--- src/rtl/tdm_pkg.sv ---
// Shared TDM definitions used by both the receive demux and the transmit sequencer.
package tdm_pkg;

  typedef enum logic {
    HUNT   = 1'b0,
    LOCKED = 1'b1
  } tdm_state_e;

  // Width of a slot index for an n-slot frame (never narrower than one bit).
  function automatic int tdm_slot_w(input int n);
    return (n <= 2) ? 1 : $clog2(n);
  endfunction

endpackage

--- src/rtl/tdm_slot_counter.sv ---
// Mod-N slot counter with increment, load-to-1 and clear controls.
module tdm_slot_counter
  import tdm_pkg::*;
#(
  parameter  int N  = 5,
  localparam int SW = tdm_slot_w(N)
) (
  input  logic          clk,
  input  logic          reset,
  input  logic          inc,
  input  logic          load1,
  input  logic          clr,
  output logic [SW-1:0] slot,
  output logic          last
);

  logic [SW-1:0] slot_q;
  logic [SW-1:0] slot_d;

  assign last = (slot_q == SW'(N - 1));
  assign slot = slot_q;

  // Next slot: clear wins over load, load wins over increment; increment wraps at N-1.
  always_comb begin
    slot_d = slot_q;
    if (clr) begin
      slot_d = '0;
    end else if (load1) begin
      slot_d = SW'(1);
    end else if (inc) begin
      slot_d = last ? '0 : slot_q + SW'(1);
    end
  end

  // Slot register.
  always_ff @(posedge clk or posedge reset) begin
    if (reset) begin
      slot_q <= '0;
    end else begin
      slot_q <= slot_d;
    end
  end

endmodule

--- src/rtl/tdm_demux_1xn.sv ---
// Receive-side 1:N TDM demultiplexer: serial slots in, parallel frame out with a valid pulse.
module tdm_demux_1xn
  import tdm_pkg::*;
#(
  parameter  int NUM_OF_OUTPUTS = 5,
  localparam int SW             = tdm_slot_w(NUM_OF_OUTPUTS)
) (
  input  logic                      clk,
  input  logic                      reset,
  input  logic                      d,
  input  logic                      d_valid,
  input  logic                      frame_start,
  output logic [NUM_OF_OUTPUTS-1:0] f,
  output logic                      f_valid,
  output logic [SW-1:0]             slot,
  output logic                      locked,
  output logic                      sync_err
);

  localparam int N = NUM_OF_OUTPUTS;

  tdm_state_e    state_q, state_d;
  logic [N-1:0]  shadow_q, shadow_d;
  logic [N-1:0]  f_q, f_d;
  logic          f_valid_q, f_valid_d;
  logic          sync_err_q, sync_err_d;

  logic          cnt_inc;
  logic          cnt_load1;
  logic          cnt_clr;
  logic [SW-1:0] slot_q;
  logic          slot_last;

  tdm_slot_counter #(
    .N (N)
  ) u_slot_counter (
    .clk   (clk),
    .reset (reset),
    .inc   (cnt_inc),
    .load1 (cnt_load1),
    .clr   (cnt_clr),
    .slot  (slot_q),
    .last  (slot_last)
  );

  // Framing FSM: decides where each accepted beat goes and when a frame or error is reported.
  always_comb begin
    state_d    = state_q;
    shadow_d   = shadow_q;
    f_d        = f_q;
    f_valid_d  = 1'b0;
    sync_err_d = 1'b0;
    cnt_inc    = 1'b0;
    cnt_load1  = 1'b0;
    cnt_clr    = 1'b0;

    if (d_valid) begin
      case (state_q)
        HUNT: begin
          // Anything before the first marker is line noise and is dropped silently.
          if (frame_start) begin
            shadow_d[0] = d;
            cnt_load1   = 1'b1;
            state_d     = LOCKED;
          end
        end

        LOCKED: begin
          if (frame_start) begin
            // A marker mid-frame restarts the frame on this beat; the partial frame is dropped.
            if (slot_q != '0) begin
              sync_err_d = 1'b1;
            end
            shadow_d[0] = d;
            cnt_load1   = 1'b1;
          end else if (slot_q == '0) begin
            // Missing marker where one was due: framing lost, go back to hunting.
            sync_err_d = 1'b1;
            cnt_clr    = 1'b1;
            state_d    = HUNT;
          end else if (slot_last) begin
            // Final slot goes straight to the output so the frame completes on this edge.
            f_d        = shadow_q;
            f_d[N-1]   = d;
            f_valid_d  = 1'b1;
            cnt_clr    = 1'b1;
          end else begin
            shadow_d[slot_q] = d;
            cnt_inc          = 1'b1;
          end
        end

        default: begin
          state_d = HUNT;
        end
      endcase
    end
  end

  // State, shadow and output registers.
  always_ff @(posedge clk or posedge reset) begin
    if (reset) begin
      state_q    <= HUNT;
      shadow_q   <= '0;
      f_q        <= '0;
      f_valid_q  <= 1'b0;
      sync_err_q <= 1'b0;
    end else begin
      state_q    <= state_d;
      shadow_q   <= shadow_d;
      f_q        <= f_d;
      f_valid_q  <= f_valid_d;
      sync_err_q <= sync_err_d;
    end
  end

  assign f        = f_q;
  assign f_valid  = f_valid_q;
  assign sync_err = sync_err_q;
  assign slot     = slot_q;
  assign locked   = (state_q == LOCKED);

endmodule

--- config.mk ---
export PLATFORM = sky130hd
export DESIGN_NAME = tdm_demux_1xn
export DESIGN_NICKNAME = d
export VERILOG_FILES = /design/src/rtl/tdm_pkg.sv /design/src/rtl/tdm_slot_counter.sv /design/src/rtl/tdm_demux_1xn.sv
export SDC_FILE = /design/constraint.sdc
export NUM_CORES = 1
export LEC_CHECK = 0
export CAP_MARGIN = 0
export CORE_MARGIN = 1.5
export CORE_UTILIZATION = 42
export DETAILED_ROUTE_END_ITERATION = 10
export PLACE_DENSITY = 0.74
export SYNTH_ARGS = -nofsm -noshare
export SYNTH_HDL_FRONTEND = slang
export SYNTH_HIERARCHICAL = 1
export SYNTH_SLANG_ARGS = --single-unit
--- constraint.sdc ---
create_clock -name clk -period 1.7 [get_ports clk]
set_input_delay 0.34 -clock clk [delete_from_list [all_inputs] [get_ports clk]]
set_output_delay 0.34 -clock clk [all_outputs]
set_load 0.05 [all_outputs]
# [Word-level counts from Yosys, hierarchy flattened]
# Index checks and enable logic that the tools add are counted.
[word_totals] ff_bits=16 out_inout_bits=11
[op_classes] addsub=1 n_lt_le_gt_ge=2 eq_ne=4 n_mux=36 bitwise_logic=4 reduce_logical=7
[op_table] operator="2-to-1 mux 1 bit" count=28
[op_table] operator="2-to-1 mux 3 bit" count=4
[op_table] operator="AND reduction 5 bit" count=2
[op_table] operator="!= test 3 bit, second input constant" count=2
[op_table] operator="nonzero test 3 bit" count=2
[op_table] operator="bitwise mux 5 bit" count=1
[op_table] operator="< comparator 3 x 4 -> 1 bit, second input constant" count=1
[op_table] operator="inverter 1 bit" count=4
[op_table] operator="case mux 1 bit (2 select lines)" count=2
[op_table] operator="AND reduction 4 bit" count=1
[op_table] operator="adder 3 x 1 -> 3 bit, second input constant" count=1
[op_table] operator="demux 1 bit (select 3 bit)" count=1
[op_table] operator="equality test 3 bit, second input constant" count=1
[op_table] operator="greater-or-equal comparator 3 x 1 -> 1 bit, second input constant" count=1
[op_table] operator="logical NOT 3 bit" count=1
[op_table] operator="!= test 2 bit, second input constant" count=1
[op_table] operator="logical AND 1 bit" count=1

# [Longest topological paths before layout]
[depth] word_depth=9 ltp_mapped=7 depth_no_buf=7

# [Cells and area by module]
# Netlist, hierarchy kept.
[by_module_without_submodules] mod="tdm_demux_1xn" n_inst=1 cells_per_inst=42 area_each_um2=538.0 seq_area_each_um2=300.3
[by_module_without_submodules] mod="tdm_slot_counter" n_inst=1 cells_per_inst=18 area_each_um2=173.9 seq_area_each_um2=75.1

# [Worst setup path before layout]
# OpenSTA, ideal clock, no wires.
[synth_timing] path_type="register to register" from="register u_slot_counter.slot_q[0] (netlist: u_slot_counter/slot[0])" to="register u_slot_counter.slot_q[0] (netlist: u_slot_counter/slot[0])" arrival_time_ns=1.934 required_time_ns=1.623 setup_slack_ns=-0.311 path_stages_with_launch=8 cell_sequence="dfrtp_1 -> inv_1 -> ha_1 -> and2_1 -> nor2_1 -> inv_2 -> or3_1 -> a21oi_1"
[synth_between] elab_chain_len=7
[synth_lines] element="from (decl)" line="tdm_slot_counter.sv:17" text="logic [SW-1:0] slot_q;"
[synth_lines] element="from (signal assigned)" line="tdm_slot_counter.sv:40" text="slot_q <= slot_d;"
[synth_lines] element="equality test 3 bit" line="tdm_slot_counter.sv:20" text="assign last = (slot_q == SW'(N - 1));"
[synth_lines] element="via slot_last" line="tdm_demux_1xn.sv:32" text="logic slot_last;"
[synth_lines] element="2-to-1 mux 1 bit" line="tdm_demux_1xn.sv:81" text="end else if (slot_last) begin"
[synth_lines] element="2-to-1 mux 1 bit" line="tdm_demux_1xn.sv:76" text="end else if (slot_q == '0) begin"
[synth_lines] element="2-to-1 mux 1 bit" line="tdm_demux_1xn.sv:69" text="if (frame_start) begin"
[synth_lines] element="2-to-1 mux 1 bit" line="tdm_demux_1xn.sv:58" text="case (state_q)"
[synth_lines] element="2-to-1 mux 1 bit" line="tdm_demux_1xn.sv:57" text="if (d_valid) begin"
[synth_lines] element="via cnt_inc" line="tdm_demux_1xn.sv:28" text="logic cnt_inc;"
[synth_lines] element="nonzero test 3 bit (no source line)"
# The timed path passes the listed nets, and every way through them passes these cells. The select of a mux whose other input is x is not followed.
# A chain may end at the register's enable or synchronous reset.

# [Final worst setup path]
[layout_timing] from="register u_slot_counter.slot_q[1] (netlist: u_slot_counter/slot[1])" to="register f_q[1] (netlist: f[1])"
[layout_between] elab_chain_len=3
[layout_lines] element="logical NOT 3 bit" line="tdm_demux_1xn.sv:76"
[layout_lines] element="inverter 1 bit (no source line)"
[layout_lines] element="AND reduction 5 bit (no source line) (*)"
[layout_lines] element="to (signal assigned)" line="tdm_demux_1xn.sv:105" text="f_q <= '0;"
[layout_lines] element="to (signal assigned)" line="tdm_demux_1xn.sv:111" text="f_q <= f_d;"
[layout_lines] element="to (decl)" line="tdm_demux_1xn.sv:24" text="logic [N-1:0] f_q, f_d;"
# Mark *: on every way between the ends. The rest lies on a longest branch, timed or not.

==> results.json <==
{
  "final_util_pct": 64.6,
  "stdcell_count": 105,
  "totalWireLength_um": 1360,
  "overflow": 0,
  "outcome": "finished clean",
  "rsz0062_at_grt": "false",
  "ys_ff_latch": 15,
  "cts_tree": "done",
  "relSlewSlack_pct": 71.0,
  "setup_ws_ns": 0.0685,
  "crit_fanout": 5,
  "vias": 566,
  "p_comb_share_pct": 51.4,
  "port_buffers": 15,
  "path_cells": "or3_4 -> ha_2 -> nand4_1 -> buf_6 -> mux2_2",
  "switching_power_mw": 0.654,
  "netlist.area_leader.share_pct": 52.7,
  "tns_ns": 0,
  "synth_edf_count": 0,
  "clock-sinks": 15,
  "grt_pass1_wl_um": 2260,
  "p_total_mw": 1.54,
  "crit_required_ns": 1.88,
  "core_mm2": 0.00154,
  "async_flop_share_pct": 100,
  "slowest_stage": "dfrtp_2",
  "p_per_area_mw_per_mm2": 1540,
  "root_buffer": "clkbuf_4",
  "fmax_mhz": 613,
  "synth.distinct_cells": 22,
  "max-vdd-ir-drop_v": 0.000909,
  "drv_cap": 0,
  "layout_common_cells": "21 x buf_4, 11 x dfrtp_1, 6 x mux2_2, 6 x inv_1",
  "ys.flop_type": "dfrtp_1",
  "area_growth_pct": 39.9,
  "setup_violations": 0,
  "dp_cells": 99,
  "fin_crit_ns": 1.63,
  "hp-class": "in -> async",
  "tightest_slew_ns": 0.434,
  "die_width_um": 44.2,
  "min_period_over_period_pct": 96.0,
  "initial_core_util_pct": 46.2,
  "yosys_warnings": 6,
  "switching_share_pct": 42.5,
  "leakagePower_nw": 0.513,
  "grt_start_max_net_pins": 13,
  "grt_pass1_vias": 533,
  "synth_area_per_cell_um2": 11.9,
  "final_antenna_net_count": 0,
  "cts_buffers": 3,
  "timing.rr.start": "u_slot_counter/slot[1]",
  "dieArea_mm2": 0.00195,
  "drt_iter0_markers": 7,
  "rows": 14,
  "insertion_delay_ns": 0.29,
  "final_common_cell": "buf_4",
  "regToRegSetupSlack_ns": 0.07,
  "place.gp.congestion": 0.801,
  "cp-end-kind": "flop",
  "track_usage_pct": 15.9,
  "post-place-ws_ns": -0.138,
  "final_nets": 99,
  "sequentialPowerShare_pct": 35.1,
  "crit_start": "u_slot_counter/slot[1]",
  "die_h_um": 44.2,
  "drive_gt1_share_pct": 49.4,
  "slew_viol_final": 0,
  "drt-pass1-iter-count": 4,
  "netlist_area_um2": 712,
  "internal-power_mw": 0.883,
  "startpoint_type": "flop",
  "antenna_found_initial": 0,
  "crit_arrival_ns": 1.81,
  "synth_area_leader_cell": "dfrtp_1",
  "clkPwrFrac_pct": 13.5,
  "clk_path_buf_depth": 2,
  "io_pins": 16,
  "clk_pin_slew_ns": 0.10,
  "syn_nets": 69,
  "htreeDepth": 1,
  "criticalPathCategory": "reg -> reg",
  "drcViolationCount": 0,
  "slowest_delay_ns": 0.44,
  "vias_per_cell": 5.39,
  "clock_skew_ns": 0.00671,
  "ys_top_cells_by_area": "dfrtp_1 53%, mux2_2 9.5%, ha_1 7.0%, mux2_1 4.7%, inv_1 3.2%",
  "seq_area_frac_synth_pct": 52.7,
  "syn_inst": 60,
  "dp_hpwl_um": 1080,
  "finalHoldViolations": 0,
  "wire_per_inst_um": 12.9,
  "n_antenna_cell": 0
}
[metrics by stage]
step | hold WS [ns] | instance area (um^2)
5_1_grt | 0.276 | 996
4_1_cts | 0.246 | 957
3_5_place_dp | 0.482 | 927
2_1_floorplan | 0.0937 | 724
3_3_place_gp | 0.472 | 927
6_report | 0.243 | 996
[worst max-delay path: cells and delay by family (launching register included)]
kind / cells / cell delay [ns]
mux: 1 / 0.32
fa+ha+maj: 1 / 0.17
buf+inv: 1 / 0.13
flops: 1 / 0.44
simple gates: 2 / 0.47
[area by class of cell]
cell class | count | area (um^2)
Inverter | 7 | 26.3
Timing Repair Buffer | 26 | 209
Clock buffer | 3 | 22.5
Multi-Input combinational cell | 37 | 330
Fill cell | 137 | 546
Sequential cell | 15 | 380
Tap cell | 16 | 20.0
Clock inverter | 1 | 7.51
[cells by family (layout without fill, tap and decap cells)]
logic type	count (synthesis)	count (layout)	synth area share (%)
AO/OA/AOI/OAI	6	6	5.45
multiplexers	10	10	15.6
adder cells (fa/ha/maj)	4	4	7.03
flip-flops	15	15	52.7
buffers and inverters	8	37	4.74
AND/OR/NAND/NOR	17	17	14.4
[registers in the layout, summed over array words and instances, names as in the netlist]
register and flops:
u_slot_counter/slot 3, f 5, locked 1, shadow_q 4, f_valid 1, sync_err 1
[final timing paths]
path / end / cells past startpoint
worst max-delay path: f[1] / 5
worst min-delay path: u_slot_counter/slot[2] / 2
worst max register to register: f[1] / 5
worst min register to register: shadow_q[3] / 1
max in group asynchronous: locked / 2
min in group clk: shadow_q[3] / 1
[metal layers]
layer	wire, um	track usage (%)	vias up
li1	-	-	273
met1	602	18.8	272
met2	646	27.9	17
met3	72	1.22	4
met4	36	9.09	0
met5	0	0	-
[timing repair]
action	4_1_cts	5_1_grt
cloned	0	0
setup buffers	0	2
hold buffers	0	0
resized for setup	0	7
endpoints found under the setup margin	5	10
pin swaps	1	1
endpoints found under the hold margin	0	0
[synthesized netlist by cell type (2+ instances only)]
cell type / n
mux2_2: 6
nand4_1: 2
nor2_1: 3
and3_1: 2
mux2_1: 3
and2_1: 2
dfrtp_1: 15
nand4b_1: 2
inv_1: 6
ha_1: 4
or3_1: 2
a21oi_1: 3
[power groups by stage]
stage | Sequential, mW | Combinational [mW] | Clock (mW)
2_1_floorplan | 0.787 | 0.234 | 0
3_3_place_gp | 0.546 | 0.734 | 0
3_5_place_dp | 0.551 | 0.756 | 0
4_1_cts | 0.544 | 0.758 | 0.216
5_1_grt | 0.554 | 0.852 | 0.226
6_report | 0.539 | 0.790 | 0.208
Note: power is estimated with default switching activity, not from simulation.
